File: src/rtl/keccak_absorb_sequencer_pkg.sv
// Shared types for the Keccak absorb sequencer: lane and index types,
// the absorb FSM state encoding and the DSP-style XOR slice helper.
package sha3_absorb_pkg;

    localparam int MAX_LANES = 25;

    typedef logic [63:0] lane_t;
    typedef logic [4:0]  lane_idx_t;

    typedef enum logic [1:0] {
        IDLE      = 2'd0,
        ABSORB    = 2'd1,
        DRAIN     = 2'd2,
        WAIT_PERM = 2'd3
    } absorb_state_t;

    // One 48-bit XOR slice, the unit that maps onto a DSP logic unit.
    function automatic logic [47:0] dsp_xor48(input logic [47:0] a, input logic [47:0] b);
        return a ^ b;
    endfunction

endpackage

File: src/rtl/keccak_absorb_sequencer_lane_xor_pipe.sv
// Fixed-latency 64-bit XOR pipeline built from two 48-bit XOR slices
// (bits 47:0 and zero-extended bits 63:48). Operands pass through
// XOR_LATENCY-1 register stages, then one result register; valid and
// index travel alongside in a matched shift register.
module lane_xor_pipe
    import sha3_absorb_pkg::*;
#(
    parameter int XOR_LATENCY = 3
) (
    input  logic      clk,
    input  logic      rst_n,
    input  logic      in_valid,
    input  lane_idx_t in_index,
    input  lane_t     in_a,
    input  lane_t     in_b,
    output logic      out_valid,
    output lane_idx_t out_index,
    output lane_t     out_data,
    output logic      active
);

    logic      vld_r [XOR_LATENCY];
    lane_idx_t idx_r [XOR_LATENCY];
    lane_t     op_a_s;
    lane_t     op_b_s;
    lane_t     res_r;
    logic [47:0] lo_s;
    logic [15:0] hi_s;
    logic      active_s;

    // Valid and index sideband shift register, same depth as the data path.
    always_ff @(posedge clk or negedge rst_n) begin
        if (!rst_n) begin
            for (int k = 0; k < XOR_LATENCY; k++) begin
                vld_r[k] <= 1'b0;
                idx_r[k] <= 5'd0;
            end
        end else begin
            vld_r[0] <= in_valid;
            idx_r[0] <= in_index;
            for (int k = 1; k < XOR_LATENCY; k++) begin
                vld_r[k] <= vld_r[k-1];
                idx_r[k] <= idx_r[k-1];
            end
        end
    end

    generate
        if (XOR_LATENCY > 1) begin : g_op_stages
            lane_t opa_r [XOR_LATENCY-1];
            lane_t opb_r [XOR_LATENCY-1];

            // Operand register stages ahead of the XOR slices.
            always_ff @(posedge clk or negedge rst_n) begin
                if (!rst_n) begin
                    for (int k = 0; k < XOR_LATENCY-1; k++) begin
                        opa_r[k] <= 64'd0;
                        opb_r[k] <= 64'd0;
                    end
                end else begin
                    opa_r[0] <= in_a;
                    opb_r[0] <= in_b;
                    for (int k = 1; k < XOR_LATENCY-1; k++) begin
                        opa_r[k] <= opa_r[k-1];
                        opb_r[k] <= opb_r[k-1];
                    end
                end
            end

            assign op_a_s = opa_r[XOR_LATENCY-2];
            assign op_b_s = opb_r[XOR_LATENCY-2];
        end else begin : g_no_op_stages
            assign op_a_s = in_a;
            assign op_b_s = in_b;
        end
    endgenerate

    assign lo_s = dsp_xor48(op_a_s[47:0], op_b_s[47:0]);
    assign hi_s = 16'(dsp_xor48({32'd0, op_a_s[63:48]}, {32'd0, op_b_s[63:48]}));

    // Result register joining the two slices.
    always_ff @(posedge clk or negedge rst_n) begin
        if (!rst_n) begin
            res_r <= 64'd0;
        end else begin
            res_r <= {hi_s, lo_s};
        end
    end

    // Any lane still in flight inside the pipe.
    always_comb begin
        active_s = 1'b0;
        for (int k = 0; k < XOR_LATENCY; k++) begin
            active_s = active_s | vld_r[k];
        end
    end

    assign out_valid = vld_r[XOR_LATENCY-1];
    assign out_index = idx_r[XOR_LATENCY-1];
    assign out_data  = res_r;
    assign active    = active_s;

endmodule

File: src/rtl/keccak_absorb_sequencer.sv
// Keccak absorb sequencer: accepts message lanes, reads the matching state
// lane, XORs them through a fixed-latency pipe and emits indexed
// write-backs, stepping block by block with a permutation handshake.
module keccak_absorb_sequencer
    import sha3_absorb_pkg::*;
#(
    parameter int RATE_LANES  = 17,
    parameter int XOR_LATENCY = 3,
    parameter int LANE_W      = 64
) (
    input  logic              clk,
    input  logic              rst_n,
    input  logic              start,
    input  logic              msg_valid,
    input  logic [LANE_W-1:0] msg_data,
    input  logic              msg_last,
    output logic              msg_ready,
    output logic [4:0]        st_rd_addr,
    input  logic [LANE_W-1:0] st_rd_data,
    output logic              xo_valid,
    output logic [4:0]        xo_index,
    output logic [LANE_W-1:0] xo_data,
    output logic              block_done,
    input  logic              perm_done,
    output logic              all_done,
    output logic              busy,
    output logic              proto_err
);

    localparam lane_idx_t LAST_IDX = lane_idx_t'(RATE_LANES - 1);

    absorb_state_t state_r;
    absorb_state_t state_nxt_s;
    lane_idx_t     cnt_r;
    lane_idx_t     rd_addr_r;
    logic          is_final_r;
    logic          proto_err_r;
    logic          aln_valid_r;
    lane_idx_t     aln_index_r;
    lane_t         aln_data_r;

    logic          accept_s;
    logic          last_lane_s;
    logic          pipe_active_s;
    logic          drain_empty_s;
    logic          msg_ready_s;
    logic          block_done_s;
    logic          all_done_s;

    assign accept_s      = msg_valid && (state_r == ABSORB);
    assign last_lane_s   = (cnt_r == LAST_IDX);
    assign drain_empty_s = !aln_valid_r && !pipe_active_s;

    // Next-state and per-state strobes.
    always_comb begin
        state_nxt_s  = state_r;
        msg_ready_s  = 1'b0;
        block_done_s = 1'b0;
        all_done_s   = 1'b0;
        case (state_r)
            IDLE: begin
                if (start) begin
                    state_nxt_s = ABSORB;
                end else begin
                    state_nxt_s = IDLE;
                end
            end
            ABSORB: begin
                msg_ready_s = 1'b1;
                if (accept_s && last_lane_s) begin
                    state_nxt_s = DRAIN;
                end else begin
                    state_nxt_s = ABSORB;
                end
            end
            DRAIN: begin
                if (drain_empty_s) begin
                    if (is_final_r) begin
                        all_done_s  = 1'b1;
                        state_nxt_s = IDLE;
                    end else begin
                        block_done_s = 1'b1;
                        state_nxt_s  = WAIT_PERM;
                    end
                end else begin
                    state_nxt_s = DRAIN;
                end
            end
            WAIT_PERM: begin
                if (perm_done) begin
                    state_nxt_s = ABSORB;
                end else begin
                    state_nxt_s = WAIT_PERM;
                end
            end
            default: begin
                state_nxt_s = IDLE;
            end
        endcase
    end

    // FSM state register.
    always_ff @(posedge clk or negedge rst_n) begin
        if (!rst_n) begin
            state_r <= IDLE;
        end else begin
            state_r <= state_nxt_s;
        end
    end

    // Lane counter, final-block flag and held read address.
    always_ff @(posedge clk or negedge rst_n) begin
        if (!rst_n) begin
            cnt_r      <= 5'd0;
            rd_addr_r  <= 5'd0;
            is_final_r <= 1'b0;
        end else if (accept_s) begin
            rd_addr_r <= cnt_r;
            if (last_lane_s) begin
                cnt_r      <= 5'd0;
                is_final_r <= msg_last;
            end else begin
                cnt_r <= cnt_r + 5'd1;
            end
        end
    end

    // Sticky protocol error: early msg_last or a stray perm_done.
    always_ff @(posedge clk or negedge rst_n) begin
        if (!rst_n) begin
            proto_err_r <= 1'b0;
        end else if ((accept_s && msg_last && !last_lane_s) ||
                     (perm_done && (state_r != WAIT_PERM))) begin
            proto_err_r <= 1'b1;
        end
    end

    // Alignment stage: delay the lane and its index to meet st_rd_data.
    always_ff @(posedge clk or negedge rst_n) begin
        if (!rst_n) begin
            aln_valid_r <= 1'b0;
            aln_index_r <= 5'd0;
            aln_data_r  <= 64'd0;
        end else begin
            aln_valid_r <= accept_s;
            aln_index_r <= cnt_r;
            if (accept_s) begin
                aln_data_r <= lane_t'(msg_data);
            end
        end
    end

    lane_xor_pipe #(
        .XOR_LATENCY (XOR_LATENCY)
    ) u_xor_pipe (
        .clk       (clk),
        .rst_n     (rst_n),
        .in_valid  (aln_valid_r),
        .in_index  (aln_index_r),
        .in_a      (aln_data_r),
        .in_b      (lane_t'(st_rd_data)),
        .out_valid (xo_valid),
        .out_index (xo_index),
        .out_data  (xo_data),
        .active    (pipe_active_s)
    );

    assign st_rd_addr = accept_s ? cnt_r : rd_addr_r;
    assign msg_ready  = msg_ready_s;
    assign block_done = block_done_s;
    assign all_done   = all_done_s;
    assign busy       = (state_r != IDLE);
    assign proto_err  = proto_err_r;

endmodule

File: config.mk
export PLATFORM = sky130hd
export DESIGN_NAME = keccak_absorb_sequencer
export DESIGN_NICKNAME = d
export VERILOG_FILES = /design/src/rtl/keccak_absorb_sequencer_pkg.sv /design/src/rtl/keccak_absorb_sequencer_lane_xor_pipe.sv /design/src/rtl/keccak_absorb_sequencer.sv
export SDC_FILE = /design/constraint.sdc
export NUM_CORES = 1
export LEC_CHECK = 0
export ABC_CLOCK_PERIOD_IN_PS = 3430
export BUFFER_PORTS_ARGS = -buffer_cell sky130_fd_sc_hd__buf_2
export CORE_ASPECT_RATIO = 0.75
export CORE_MARGIN = 1.5
export CORE_UTILIZATION = 42
export DETAILED_ROUTE_END_ITERATION = 8
export HOLD_SLACK_MARGIN = 0.03
export SLEW_MARGIN = 20
export SYNTH_ARGS = -nofsm -noshare
export SYNTH_HDL_FRONTEND = slang
export SYNTH_HIERARCHICAL = 1
export SYNTH_SLANG_ARGS = --single-unit
File: constraint.sdc
create_clock -name clk -period 3.43 [get_ports clk]
set_clock_uncertainty 0.2 [all_clocks]
set_input_delay 0.1715 -clock clk [delete_from_list [all_inputs] [get_ports clk]]
set_output_delay 0.1715 -clock clk [all_outputs]
set_load 0.005 [all_outputs]
-- After elaboration in Yosys (flattened, before gate mapping)
Index checks and enable logic that the tools add are counted.
- bits in registers: 422
- input port bits: 134
- output and inout bits: 80
- word-level logic and storage cells: 57
- add/sub/neg operators: 1
- equality and inequality tests: 5
- mux-type cells: 15
- bitwise logic cells: 4
- reductions and logical operators: 13
- operator list (operator ; count):
    $xor A48 B48 Y48 ; 1
    $xor A16 B16 Y16 ; 1
    $mux W5 ; 2
    $mux W1 ; 8
    $mux W2 ; 4
    $pmux W2 S4 ; 1
    $logic_and A1 B1 Y1 ; 6
    $add A5 B1 Y5 const B ; 1
    $eq A5 B5 Y1 const B ; 1
    $eq A2 B2 Y1 const B ; 2
    $logic_not A1 Y1 ; 3
    $eq A2 B1 Y1 const B ; 1
    $logic_not A2 Y1 ; 1
    $ne A2 B2 Y1 const B ; 1
    $or A1 B1 Y1 ; 2
    $reduce_and A2 Y1 ; 1
    $reduce_bool A2 Y1 ; 1
    $logic_or A1 B1 Y1 ; 1

-- Longest topological paths before layout
Gate-level depths: netlist of run 1.
- depth in word-level cells: 6
- mapped depth: 6
- gate-level depth less buffers: 5

-- Modules after synthesis
The synthesis of run 1 kept the hierarchy.
- modules (own cells, without submodules) (module ; times used ; cells each ; area an instance (µm²) ; sequential area each (µm²)):
    lane_xor_pipe ; 1 ; 408 ; 9062.4 ; 8458.1
    keccak_absorb_sequencer ; 1 ; 343 ; 3251.9 ; 2102.0

-- Worst setup path before layout of run 1
OpenSTA, ideal clock, no wires.
- path type: register -> register
- start: register cnt_r[0]
- end: register proto_err_r (netlist: proto_err)
- library setup time: 0.126 ns
- arrival time: 1.233 ns
- data required time: 3.104 ns
- setup slack: 1.871 ns
- stages on the path, launching flop included: 6
- path buffers: 0
- period minus slack after synthesis: 1.559 ns
- cell sequence: dfrtp_1 > inv_1 > ha_1 > and4bb_4 > nor2_2 > a221o_1
- cells in the longest elaborated chain, start to end: 4
- RTL lines (what ; line ; text):
    from (decl) ; keccak_absorb_sequencer.sv:34 ; lane_idx_t cnt_r;
    from (signal assigned) ; keccak_absorb_sequencer.sv:123 ; cnt_r <= cnt_r + 5'd1;
    $eq A5 B5 Y1 ; keccak_absorb_sequencer.sv:51 ; assign last_lane_s = (cnt_r == LAST_IDX);
    $logic_not A1 Y1 ; keccak_absorb_sequencer.sv:132 ; end else if ((accept_s && msg_last && !last_lane_s) ||
    $logic_and A1 B1 Y1 ; keccak_absorb_sequencer.sv:132 ;
    $logic_or A1 B1 Y1 ; keccak_absorb_sequencer.sv:132 ;
    to (signal assigned) ; keccak_absorb_sequencer.sv:131 ; proto_err_r <= 1'b0;
    to (signal assigned) ; keccak_absorb_sequencer.sv:134 ; proto_err_r <= 1'b1;
    to (decl) ; keccak_absorb_sequencer.sv:37 ; logic proto_err_r;
Every way passes these cells.
A chain may end at the register's enable or synchronous reset.

-- Worst setup path after layout of run 1
- start: register state_r[1]
- end: output port st_rd_addr[2]
- cells in the longest elaborated chain, start to end: 3
- RTL lines (what ; line ; text):
    from (decl) ; keccak_absorb_sequencer.sv:32 ; absorb_state_t state_r;
    from (signal assigned) ; keccak_absorb_sequencer.sv:107 ; state_r <= state_nxt_s;
    $eq A2 B1 Y1 ; keccak_absorb_sequencer.sv:50 ; assign accept_s = msg_valid && (state_r == ABSORB);
    $logic_and A1 B1 Y1 ; keccak_absorb_sequencer.sv:50 ;
    $mux W5 ; - ;
    to (decl) ; keccak_absorb_sequencer.sv:18 ; output logic [4:0] st_rd_addr,
Every way passes these cells.

==> impl_metrics.yaml, run 1 <==
cts:
  clk-insertion-delay-late_ns: 0.52
  clock_sinks: 422
  clk_path_buf_depth: 3
  htreeDepth: 2
  cts_resized: 0
  cts_made_buffers: 40
  cts-root-buf: "clkbuf_16"
  path_clk_slew_ns: 0.06
  cts_tree: "built"
logic_synthesis:
  synth_edf_count: 0
  synth_cell_types: 31
  syn_avg_cell_area_um2: 16.4
  ys_ff_latch: 422
  async_flop_share: 1.00
  netlist_area_um2: 12300
  yosys_warnings: 6
  synth-seq-area-share: 0.858
  synth_ff_type: "dfrtp_1"
  synthesis.instances: 751
  synth_fp_nets: 887
power:
  switching_share: 0.218
  clockPowerShare: 0.398
  p_comb_frac: 0.071
  p_int_mw: 8.41
  seqPwrFrac: 0.531
  cellPowerDensity_nw_per_um2: 650
  power.leakage_nw: 8.17
  irDropWorstVdd_mv: 0.434
  switchingPower_mw: 2.34
timing:
  finalWorstSetupSlack_ns: 1.10
  rsz0062_at_grt: "false"
  timing.setup.tns_ns: 0
  hold_violations: 0
  drv_slew: 0
  fmax_ghz: 0.429
  setup_viol: 0
  worst_slew_pin_slew_ns: 0.623
  fin_crit_sh: 0.680
  relSlewSlack: 0.585
  min_period_ns: 2.33
drt:
  route.detailed.drc: 0
  dr.pass1.iters: 6
  avgViaCountPerCell: 4.21
  ant_nets: 0
  drt-total-wl_mm: 21.5
  dr_total_vias: 6537
  routedWlPerCell_um: 13.9
  drt_iter0_markers: 240
placed_design:
  dp_hpwl_mm: 13.1
  dp_slack_ns: 1.51
  port_buffers: 213
  gp_congestion: 0.751
job:
  cap_violations: 0
critical_path:
  worstPathRequired_ns: 3.06
  rr_startpoint: "state_r[1]"
  crit_path_frequent_cell: "nand2_1"
  critical_path_buf_inv_count: 2
  slowest_delay_ns: 0.45
  crit_family: "buffers and inverters"
  path_cells: "nand3b_4 > inv_2 > nand2_1 > nand2_1 > buf_2"
  path_max_fanout: 29
  crit_path_top_delay_cell: "dfrtp_1"
  arrival_ns: 1.96
  start_kind: "flip-flop"
  end_kind: "output port"
  path_class: "flip-flop to output port"
  crit_path_start: "state_r[1]"
grt:
  antenna_found_initial: 0
  grt_pass1_vias: 6844
  grt_max_degree: 93
  grt-ovfl-total: 0
  grt.total_usage: 0.146
  grt_pass1_wl_mm: 35.0
floorplanning:
  die_y_um: 151
  design.portCount: 214
  core_um2: 29000
  rows: 54
  dieArea_um2: 30400
  fp.dieW_um: 201
  initial_core_util: 0.425
final_layout:
  antennaDiodeCount: 0
  drive_gt1_frac: 0.261
  area_growth_pct: 34.4
  fin_nets: 1269
status:
  status: "finished, final reports clean"
hold_path:
  hold_class: "input pin to asynchronous set/reset pin"
==> what timing repair did <==
action | in CTS | in global routing
setup buffers | 0 | 0
endpoints found under the hold margin | 450 | 0
hold buffers | 133 | 0
==> worst reg2reg max path: stages (launching register included) <==
cell	delay (ns)
dfrtp_1	0.45
nand3b_4	0.20
inv_2	0.44
buf_4	0.36
nand2_1	0.10
nand2_1	0.06
==> metal layers <==
| layer | global-route usage | part of all wire | vias to the layer above |
|---|---|---|---|
| li1 | - | - | 3074 |
| met1 | 0.203 | 0.47 | 3256 |
| met2 | 0.229 | 0.46 | 168 |
| met3 | 0.0383 | 0.050 | 39 |
| met4 | 0.0444 | 0.018 | 0 |
| met5 | 0 | 0 | - |
==> final cells by class <==
cell class / instances / area (µm²)
well taps: 392 / 490
clock buffers: 55 / 1170
clock inverters: 13 / 128
fillers: 2319 / 12400
flip-flops and latches: 422 / 10600
inverters: 3 / 11.3
repair buffers: 362 / 2580
multi-input cells: 304 / 1610
==> registers in the layout (all words and copies together) (netlist names) <==
name                          count
rd_addr_r                         5
proto_err                         1
u_xor_pipe/g_op_stages.opa_r     64
aln_valid_r                       1
u_xor_pipe/idx_r                 10
state_r                           2
aln_data_r                       64
u_xor_pipe/out_index              5
is_final_r                        1
cnt_r                             5
u_xor_pipe/g_op_stages.opb_r     64
u_xor_pipe/vld_r                  2
u_xor_pipe/out_valid              1
u_xor_pipe/out_data              64
u_xor_pipe/op_a_s                64
aln_index_r                       5
u_xor_pipe/op_b_s                64
==> final timing paths <==
| kind | to | slack, ns | depth (start not counted) |
|---|---|---|---|
| max in group asynchronous | u_xor_pipe/g_op_stages.opa_r[123] | 2.02 | 4 |
| hold reg to reg | u_xor_pipe/op_b_s[43] | 0.14 | 0 |
| hold / removal | u_xor_pipe/out_data[27] | 0.05 | 2 |
| setup / recovery | st_rd_addr[2] | 1.10 | 5 |
| min in group clk | u_xor_pipe/g_op_stages.opb_r[104] | 0.08 | 2 |
| setup reg to reg | aln_data_r[3] | 1.54 | 5 |
==> cell usage in the layout, fill, tap and decap left out, types with 3 or more instances in the layout <==
cell and instances:
dfrtp_1 422, buf_2 212, nand2_1 207, dlygate4sd3_1 133
xor2_1 64, clkbuf_16 41, buf_4 12, clkbuf_8 9
clkinv_2 7, clkbuf_1 5, o21ai_0 4, buf_12 4
nor4b_1 3, nor3_1 3
==> logic make-up (layout without fill, tap and decap cells) <==
logic type,after synthesis,in the layout,share of synthesized area
xor+xnor,65,65,0.0462
fa+ha+maj,2,2,0.00203
compound gates,8,8,0.00417
flops,422,422,0.858
simple gates,225,225,0.0746
buf+inv,25,433,0.0116
mux,4,4,0.00386
==> synth_stat cells, types with 2 or more instances <==
master | n | area (µm²)
nor3_1 | 3 | 15.0
nor4b_1 | 3 | 26.3
buf_4 | 6 | 45.0
mux2_2 | 2 | 22.5
dfrtp_1 | 422 | 10600
ha_1 | 2 | 25.0
o21ai_0 | 4 | 20.0
xor2_1 | 64 | 561
inv_1 | 2 | 7.51
buf_2 | 15 | 75.1
nor2b_1 | 2 | 12.5
nand2_1 | 207 | 777
==> power by group through the flow <==
stage	Sequential (mW)	Clock [mW]	Combinational, mW
after global placement	5.79	0	0.645
final	5.71	4.28	0.763
after floorplan	5.76	0	0.269
after detailed placement	5.80	0	0.658
after CTS	5.71	4.44	0.781
after global routing	5.77	4.62	0.863
==> through the flow <==
stage	std cells	hold WS [ns]	power (mW)	utilization	cell area, µm²
floorplan	751	-0.324	6.02	-	12300
global placement	1350	0.0115	6.43	0.480	13900
detailed placement	1350	0.0124	6.46	0.480	13900
CTS	1551	0.0493	10.9	0.571	16500
global route	1551	0.0677	11.2	0.571	16500
finish	1551	0.0496	10.8	0.571	16500
Power figures use the tool's default switching activity.
==> run 2: changes to the inputs <==
--- a/config.mk
+++ b/config.mk
@@ -5,7 +5,7 @@
 export SDC_FILE = /design/constraint.sdc
 export NUM_CORES = 1
 export LEC_CHECK = 0
-export ABC_CLOCK_PERIOD_IN_PS = 3430
+export ABC_CLOCK_PERIOD_IN_PS = 2250
 export BUFFER_PORTS_ARGS = -buffer_cell sky130_fd_sc_hd__buf_2
 export CORE_ASPECT_RATIO = 0.75
 export CORE_MARGIN = 1.5
==> constraint.sdc (replaced) <==
create_clock -name clk -period 2.25 [get_ports clk]
set_clock_uncertainty 0.2 [all_clocks]
set_input_delay 0.1125 -clock clk [delete_from_list [all_inputs] [get_ports clk]]
set_output_delay 0.1125 -clock clk [all_outputs]
set_load 0.005 [all_outputs]
==> impl_metrics.yaml, run 2 (same netlist as run 1, synthesis figures left out) <==
status:
  status: "finished, final reports clean"
critical_path:
  critical_path_buf_inv_count: 1
  start_kind: "flip-flop"
  path_max_fanout: 3
  arrival_ns: 1.80
  path_cells: "or3_1 > nor4b_1 > buf_2"
  worstPathRequired_ns: 1.94
  end_kind: "output port"
  slowest_delay_ns: 0.43
  crit_family: "simple AND/OR/NAND/NOR gates"
  crit_path_top_delay_cell: "or3_1"
  path_class: "flip-flop to output port"
job:
  cap_violations: 0
grt:
  met2_usage: 0.249
  grt-ovfl-total: 0
  top_usage_layer: "met2"
  antenna_found_initial: 0
  grt.total_usage: 0.155
  grtUsageMet1: 0.211
  grtUsageMet3: 0.0387
  grt_pass1_wl_mm: 36.7
  grt_pass1_vias: 7196
  grt_max_degree: 86
cts:
  cts_tree: "built"
  cts_made_buffers: 40
  clock_sinks: 422
  clk_path_buf_depth: 3
  clk-insertion-delay-late_ns: 0.52
  path_clk_slew_ns: 0.07
  cts-root-buf: "clkbuf_16"
  htreeDepth: 2
floorplanning:
  fp.dieW_um: 201
  core_um2: 29000
  dieArea_um2: 30400
  rows: 54
  design.portCount: 214
  initial_core_util: 0.425
  die_y_um: 151
final_layout:
  area_growth_pct: 39.3
  fin_nets: 1324
  antennaDiodeCount: 0
  final_cell_mix: "dfrtp_1 (420), buf_2 (212), nand2_1 (207)"
  drive_gt1_frac: 0.246
  nFillCells: 2216
  fin_util: 0.592
  final_common_cell: "dfrtp_1"
hold_path:
  hold_class: "input pin to flip-flop"
timing:
  relSlewSlack: 0.711
  rsz0062_at_grt: "false"
  drv_slew: 0
  min_period_ns: 2.11
  worst_slew_pin_slew_ns: 0.433
  fmax_ghz: 0.474
  setup_viol: 0
  hold_violations: 0
  timing.setup.tns_ns: 0
  fin_crit_sh: 0.938
power:
  switching_share: 0.218
  seqPwrFrac: 0.530
  power.leakage_nw: 8.39
  clockPowerShare: 0.392
  irDropWorstVdd_mv: 0.596
  p_int_mw: 12.8
  cellPowerDensity_nw_per_um2: 956
  p_comb_frac: 0.078
  switchingPower_mw: 3.58
drt:
  drt_iter0_markers: 155
  dr.pass1.iters: 4
  ant_nets: 0
  dr_total_vias: 6738
  drt-total-wl_mm: 22.9
  avgViaCountPerCell: 4.20
  route.detailed.drc: 0
  routedWlPerCell_um: 14.3
placed_design:
  gp_congestion: 0.756
  port_buffers: 213
  dp_hpwl_mm: 12.7
[run 2: cell types whose count changed in the layout (fill, tap and decap cells not counted), sizes merged]
| cell | change |
|---|---|
| clkbuf | -4 |
| clkinv | -1 |
| bufbuf | +1 |
| clkinvlp | +2 |
| bufinv | +1 |
| dlygate4sd3 | +58 |
| inv | -1 |
| buf | -4 |
[run 2: power by group through the flow]
stage	logic, mW	registers [mW]	clock network, mW
after floorplan	0.410	8.77	0
after global placement	0.988	8.82	0
after detailed placement	1.00	8.84	0
after CTS	1.29	8.71	6.62
after global routing	1.43	8.79	6.94
final	1.28	8.70	6.43
[run 2: layer usage]
| metal | routed length, µm | part of all wire |
|---|---|---|
| met5 | 0 | 0 |
| met4 | 306 | 0.013 |
| met3 | 1030 | 0.045 |
| met2 | 11000 | 0.48 |
| met1 | 10500 | 0.46 |
[run 2: timing repair]
| item | in CTS | in global routing |
|---|---|---|
| resized for setup | 2 | 5 |
| endpoints found under the hold margin | 561 | 1 |
| hold buffers | 191 | 1 |
| gates cloned | 1 | 0 |
| setup endpoints to repair | 1 | 6 |
| setup buffers | 0 | 0 |
[run 2: worst paths after layout]
path	start	end	slack, ns	cells past startpoint
max	u_xor_pipe/vld_r[1]	all_done	0.14	3
min	st_rd_data[4]	u_xor_pipe/g_op_stages.opb_r[68]	0.05	2
min in group asynchronous	rst_n	u_xor_pipe/out_data[27]	0.56	4
max in group asynchronous	rst_n	state_r[0]	0.84	4
max reg2reg	state_r[1]	aln_data_r[38]	0.30	5
min reg2reg	u_xor_pipe/idx_r[11]	u_xor_pipe/idx_r[6]	0.14	0
[run 2: layout make-up]
cell class                 instances  area (µm²)  share of cell area
clock buffer                      51        1090              0.0637
clock inverter                    14         159             0.00926
inverter                           3        11.3            0.000656
multi-input combinational        304        1620              0.0944
sequential                       422       10600               0.616
tap                              392         490              0.0286
timing repair buffer             417        3220               0.188
[run 2: per-stage QoR]
step	cells	power [mW]	hold WS (ns)	worst slack [ns]	cell area [µm²]
global route	1603	17.2	0.0373	0.0151	17200
global placement	1345	9.80	-0.156	0.569	13900
finish	1603	16.4	0.0515	0.139	17200
detailed placement	1345	9.85	-0.154	0.495	13900
CTS	1602	16.6	0.0306	0.0306	17100
floorplan	751	9.18	-0.383	0.691	12300
